`config.mk`:
```
export PLATFORM = sky130hd
export DESIGN_NAME = stopwatch_ctrl
export DESIGN_NICKNAME = d
export VERILOG_FILES = /design/src/rtl/stopwatch_pkg.sv /design/src/rtl/stopwatch_ctrl_press_timer.sv /design/src/rtl/stopwatch_ctrl.sv
export SDC_FILE = /design/constraint.sdc
export NUM_CORES = 1
export LEC_CHECK = 0
export CAP_MARGIN = 40
export CELL_PAD_IN_SITES_DETAIL_PLACEMENT = 1
export CELL_PAD_IN_SITES_GLOBAL_PLACEMENT = 2
export CORE_UTILIZATION = 20
export DETAILED_ROUTE_END_ITERATION = 7
export PLACE_DENSITY = 0.63
export REMOVE_ABC_BUFFERS = 1
export SLEW_MARGIN = 0
export SYNTH_ARGS = -nofsm -noshare
export SYNTH_HDL_FRONTEND = slang
export SYNTH_SLANG_ARGS = --single-unit
```
`constraint.sdc`:
```
create_clock -name clk -period 1.1 [get_ports clk]
set_input_delay 0.22 -clock clk [delete_from_list [all_inputs] [get_ports clk]]
set_output_delay 0.22 -clock clk [all_outputs]
set_load 0.01 [all_outputs]
```
`src/rtl/stopwatch_pkg.sv`:
```
// stopwatch_pkg: shared state encoding and ms-to-cycle sizing for the stopwatch blocks.
package stopwatch_pkg;

    typedef enum logic [1:0] {SW_IDLE, SW_RUN, SW_LAP, SW_PAUSE} sw_state_e;

    function automatic int ms_to_cycles(input int clk_freq, input int ms);
        return clk_freq / 1000 * ms;
    endfunction

endpackage

```
`src/rtl/stopwatch_ctrl_press_timer.sv`:
```
// press_timer: saturating hold counter with a one-shot pulse when the hold reaches CYC cycles.
module press_timer #(
    parameter int CYC = 2
) (
    input  logic clk,
    input  logic reset_n,
    input  logic level,
    output logic long_evt
);

    localparam int W = $clog2(CYC + 1);
    localparam logic [W-1:0] CYC_W = W'(CYC);

    logic [W-1:0] cnt;

    if (CYC < 2) begin : g_bad_cyc
        $error("press_timer: CYC must be >= 2");
    end

    // Saturation stops the count at CYC, so the pulse cannot repeat within one press.
    always_ff @(posedge clk) begin
        if (!reset_n) begin
            cnt      <= '0;
            long_evt <= 1'b0;
        end else begin
            cnt      <= !level ? '0 : (cnt == CYC_W) ? cnt : cnt + 1'b1;
            long_evt <= level && cnt == CYC_W - 1'b1;
        end
    end

endmodule

```
`src/rtl/stopwatch_ctrl.sv`:
```
// stopwatch_ctrl: Idle/Run/Lap/Pause sequencer driven by start/stop and lap/reset button levels.
// Long-press clear is built only when STOPWATCH_CTRL_LONGPRESS_EN is defined.
module stopwatch_ctrl
    import stopwatch_pkg::*;
#(
    parameter int CLK_FREQ      = 25_000_000,
    parameter int LONG_PRESS_MS = 1000
) (
    input  logic       clk,
    input  logic       reset_n,
    input  logic       btn_ss,
    input  logic       btn_lr,
    output logic       run,
    output logic       lap_hold,
    output logic       clear,
    output logic [1:0] state_o
);

    localparam int LONG_CYC = ms_to_cycles(CLK_FREQ, LONG_PRESS_MS);

    sw_state_e state, state_nxt;
    logic      ss_q, lr_q, clear_q, clear_nxt;
    logic      ss_rise, lr_rise, long_evt;

    assign ss_rise = btn_ss & ~ss_q;
    assign lr_rise = btn_lr & ~lr_q;

`ifdef STOPWATCH_CTRL_LONGPRESS_EN
    press_timer #(.CYC(LONG_CYC)) u_press_timer (
        .clk     (clk),
        .reset_n (reset_n),
        .level   (btn_lr),
        .long_evt(long_evt)
    );
`else
    assign long_evt = 1'b0 && (LONG_CYC > 0);
`endif

    always_ff @(posedge clk) begin
        if (!reset_n) begin
            state   <= SW_IDLE;
            ss_q    <= 1'b0;
            lr_q    <= 1'b0;
            clear_q <= 1'b0;
        end else begin
            state   <= state_nxt;
            ss_q    <= btn_ss;
            lr_q    <= btn_lr;
            clear_q <= clear_nxt;
        end
    end

    // A long press outranks both rises; a lap/reset rise coinciding with start/stop is dropped.
    always_comb begin
        state_nxt = state;
        clear_nxt = 1'b0;
        if (long_evt) begin
            state_nxt = SW_IDLE;
            clear_nxt = 1'b1;
        end else if (ss_rise) begin
            state_nxt = (state == SW_RUN || state == SW_LAP) ? SW_PAUSE : SW_RUN;
        end else if (lr_rise) begin
            case (state)
                SW_RUN:   state_nxt = SW_LAP;
                SW_LAP:   state_nxt = SW_RUN;
                SW_PAUSE: begin
                    state_nxt = SW_IDLE;
                    clear_nxt = 1'b1;
                end
                default:  state_nxt = state;
            endcase
        end
    end

    always_comb begin
        run      = state == SW_RUN || state == SW_LAP;
        lap_hold = state == SW_LAP;
        clear    = clear_q;
        state_o  = state;
    end

endmodule

```
# [Word level (Yosys, flattened, before mapping)]
# Index checks and enable logic that the tools add are counted.
[classes] n_eq_ne=3 mux=5 bitwise=6 reduce_logical=5
[op_table] cell="2-to-1 mux 2 bit" count=3
[op_table] cell="one-hot mux 2 bit (3 select lines)" count=1
[op_table] cell="== test 2 bit, second input constant" count=2
[op_table] cell="inverter 1 bit" count=4
[op_table] cell="nonzero test 4 bit" count=1
[op_table] cell="OR reduction 3 bit" count=1
[op_table] cell="bitwise AND 1 bit" count=2
[op_table] cell="== test 2 x 1 -> 1 bit, second input constant" count=1
[op_table] cell="AND reduction 2 bit" count=1
[op_table] cell="nonzero test 2 bit" count=1
[op_table] cell="logical OR 1 bit" count=1
[op_table] cell="2-to-1 mux 1 bit" count=1
[word_totals] reg_bits=5 in_bits=4 out_inout_bits=5 elab_cells=23

# [Logic depth before layout (Yosys ltp)]
[logic_depth] word_depth=4 depth_mapped=5

# [Least setup slack after synthesis]
# No wires, ideal clock.
[synth_timing] kind="reg-to-reg" startpoint="register state[0], in the netlist state_o[0]" endpoint="register state[0], in the netlist state_o[0]" setup_time_ns=0.125 arrival_time_ns=1.070 t_required_ns=0.975 setup_slack_ns=-0.095 path_stages_with_launch=6 path_buffers=0 path_cell_list="dfxtp_1 -> inv_1 -> ha_1 -> nor3_2 -> nand3b_1 -> a31oi_1"
[synth_via] elab_chain_cells=4 word_cells_on_any_way=8
[synth_lines] item="start, declared" line="stopwatch_ctrl.sv:21" rtl="sw_state_e state, state_nxt;"
[synth_lines] item="start signal, assigned" line="stopwatch_ctrl.sv:46" rtl="state <= state_nxt;"
[synth_lines] item="== test 2 bit or == test 2 x 1 -> 1 bit (tied branches)" line="stopwatch_ctrl.sv:63" rtl="case (state)"
[synth_lines] item="one-hot mux 2 bit (3 select lines)" line="stopwatch_ctrl.sv:63"
[synth_lines] item="2-to-1 mux 2 bit" line="stopwatch_ctrl.sv:62" rtl="end else if (lr_rise) begin"
[synth_lines] item="2-to-1 mux 2 bit" line="stopwatch_ctrl.sv:60" rtl="end else if (ss_rise) begin"
# Parallel ways exist; a longest one is shown, timed or not. The select of a mux whose other input is x is not followed.
# A chain may end at the register's enable or synchronous reset.

# [Final worst setup path]
[layout_timing] startpoint="register state[0], in the netlist state_o[0]" endpoint="output port run"
[layout_via] elab_chain_cells=2 word_cells_on_any_way=3
[layout_lines] item="== test 2 x 1 -> 1 bit or == test 2 bit (tied branches)" line="stopwatch_ctrl.sv:76" rtl="run = state == SW_RUN || state == SW_LAP;"
[layout_lines] item="logical OR 1 bit (*)" line="stopwatch_ctrl.sv:76"
[layout_lines] item="end, declared" line="stopwatch_ctrl.sv:13" rtl="output logic run,"
# Every way passes the cells marked *; elsewhere a longest branch is shown, timed or not.

==> metrics <==
status finished with violations; violated checks negative setup slack; total power 0.652 mW; wirelength, routed 753 um; largest net degree at the start of global routing 5; crit-path max FO 2; multi-input logic area 205 um^2; warnings from Yosys 0; Cell Area, Synth 260 um^2; metal2 WL 421 um; clock sink total 5; DR iter-0 viols 1; RePlAce Congestion 0.802; crit path DAT 1.03 ns; Hold Crit Start btn_ss; FP Rows 12; clk slew on worst S/H paths 0.04 ns; area share of and/or/nand/nor cells after synthesis 0.240; fmax 0.803 GHz; Total GRT Usage 0.140; Max H-tree Level 1; Area Growth Syn to Fin 109%; Seq pwr share 0.315; VDD IR max 0.503 mV; Post-Synth Adder-Cell Area 0.192; WP data required 0.88 ns; Synth Area per Inst 9.29 um^2; Yosys top cell area share 0.385; R2R Path Start state_o[1]; Clk Latency, worst-skew pair 0.25 ns; Clock Power Share 0.338; die area 0.00145 mm^2; CP endpoint kind primary output; mux share of post-synthesis cell area 0; Die W 38.1 um; fin area 543 um^2; IO Pins 9; Final Hold Fails 0; core area 0.00116 mm^2; Via-to-Cell Ratio 4.14; post-layout util 0.470; crit path from state_o[0]; setup_tns -0.428 ns; Seq/Total Area, Yosys 0.385; CTS tree built; Final setup violation count 4; cell accounting for the most synthesized area dfxtp_1; WL met3 45 um; class of the worst hold path input port to flip-flop; Die H 38.1 um; Mapped Cells 28; antenna-violating nets left 0; global-route wire length before repair 1250 um; post-synth cell types 15; Residual DRC 0; Post-Place Cell Area 433 um^2; initial antenna violation count 0; R2R setup slack -0.12 ns; unrepaired setup endpoints after global routing true; Metal-1 WL 271 um; share of cells above drive strength 1 0.577; startpoint types flip-flop; P_leak 0.239 nW; P_sw 0.184 mW; Compound-Gate Fraction of Synth Area 0.125; final slew viol count 0; diode count 0; mean routed wirelength per cell 11.4 um; Clock Tree Buf Depth 2; top layer in use met4; drt pass-1 iters 4; fill cell count 129; clock root buffer clkbuf_4; Final nets 61; final setup margin -0.146 ns; Synth Area in XOR/XNOR 0; Gate power share 0.346; #FFs+latches synth 5; Vias 273; CTS buffer count 3; Synth area leaders dfxtp_1 (38%), ha_1 (19%), inv_1 (5.8%), and2_1 (4.8%), nand2b_1 (4.8%); kind of critical path flip-flop to primary output; worst slew pin tran 0.215 ns; vias in the first global route 328; Slew HR 0.856; Reg area 105 um^2; P per Cell Area 1200 mW/mm^2; Starting Density 0.225; final worst-path cycle share 1.13; Max-cap violations 0; Int Power 0.467 mW; port buffer count 8; post-DP HPWL 546 um; largest family of logic cells by synthesized area simple AND/OR/NAND/NOR gates; grt ovf 0; Sw Share 0.283; Final Skew 0.00510 ns; min Tclk post-route 1.25 ns
-- synthesized netlist by cell type (all sizes together) --
cell type,n
o21ai,1
and2,2
o32ai,1
a31oi,1
and2b,1
o211ai,1
dfxtp,5
nor2,2
nand2b,2
a21oi,1
inv,4
nand3,1
nand3b,1
ha,4
nor3,1
-- cell families (layout without fill, tap and decap cells) --
kind of cell / after synthesis / count (layout)
AOI/OAI and AO/OA: 5 / 5
buffers and inverters: 4 / 28
and+or+nand+nor: 10 / 10
adders and majority gates: 4 / 4
DFF: 5 / 5
-- state kept, by name (all words and copies together) (netlist names) --
signal	flops
ss_q	1
clear	1
state_o	2
lr_q	1
-- layer usage --
metal  track usage  up-vias
met5             0        -
met4        0.0714        0
met3         0.105        3
met2         0.237        7
met1         0.118      123
li1              -      140
-- final cells by class --
type                            count  share of cell area
Clock buffer                        4              0.0484
Inverter                            4              0.0323
Multi-Input combinational cell     19               0.378
Sequential cell                     5               0.194
Tap cell                           14              0.0323
Timing Repair Buffer               20               0.316
-- path summary, 6_finish.rpt --
| kind | cells after the start | end |
|---|---|---|
| max | 4 | run |
| min | 2 | ss_q |
| max reg2reg | 5 | state_o[0] |
| min reg2reg | 2 | state_o[1] |
-- placed cells by master (no fill, tap or decap), types with 2 or more instances in the layout --
| cell type | Yosys | routed |
|---|---|---|
| nand2b_1 | 2 | 2 |
| buf_6 | 0 | 4 |
| buf_4 | 0 | 11 |
| ha_4 | 0 | 4 |
| clkbuf_4 | 0 | 3 |
| dfxtp_1 | 5 | 3 |
| inv_2 | 0 | 2 |
| nor2_1 | 2 | 2 |
| and2_1 | 2 | 2 |
| clkdlybuf4s50_1 | 0 | 3 |
-- power by group through the flow --
stage	sequential [mW]	combinational [mW]	clock (mW)
2_1_floorplan	0.209	0.0587	0
3_3_place_gp	0.203	0.167	0
6_report	0.206	0.226	0.220
4_1_cts	0.206	0.216	0.231
3_5_place_dp	0.203	0.171	0
5_1_grt	0.206	0.246	0.247
-- worst max-delay path, cell delays in order (launching register included) --
cell	delay, ns
dfxtp_2	0.33
inv_2	0.05
ha_4	0.26
inv_2	0.03
buf_6	0.10
-- through the flow --
| stage | hold WS (ns) | setup WS, ns | instances |
|---|---|---|---|
| after global routing | 0.606 | -0.183 | 66 |
| after detailed placement | 0.600 | -0.377 | 60 |
| after floorplan | 0.342 | -0.0946 | 28 |
| final | 0.589 | -0.146 | 66 |
| after global placement | 0.607 | -0.345 | 60 |
| after CTS | 0.583 | -0.152 | 65 |
-- timing repair --
item | 4_1_cts | 5_1_grt
hold buffers | 0 | 0
pin swaps | 4 | 2
endpoints found under the setup margin | 7 | 6
gates resized for setup | 36 | 1
setup buffers | 1 | 1
(Power assumes the default switching activity.)
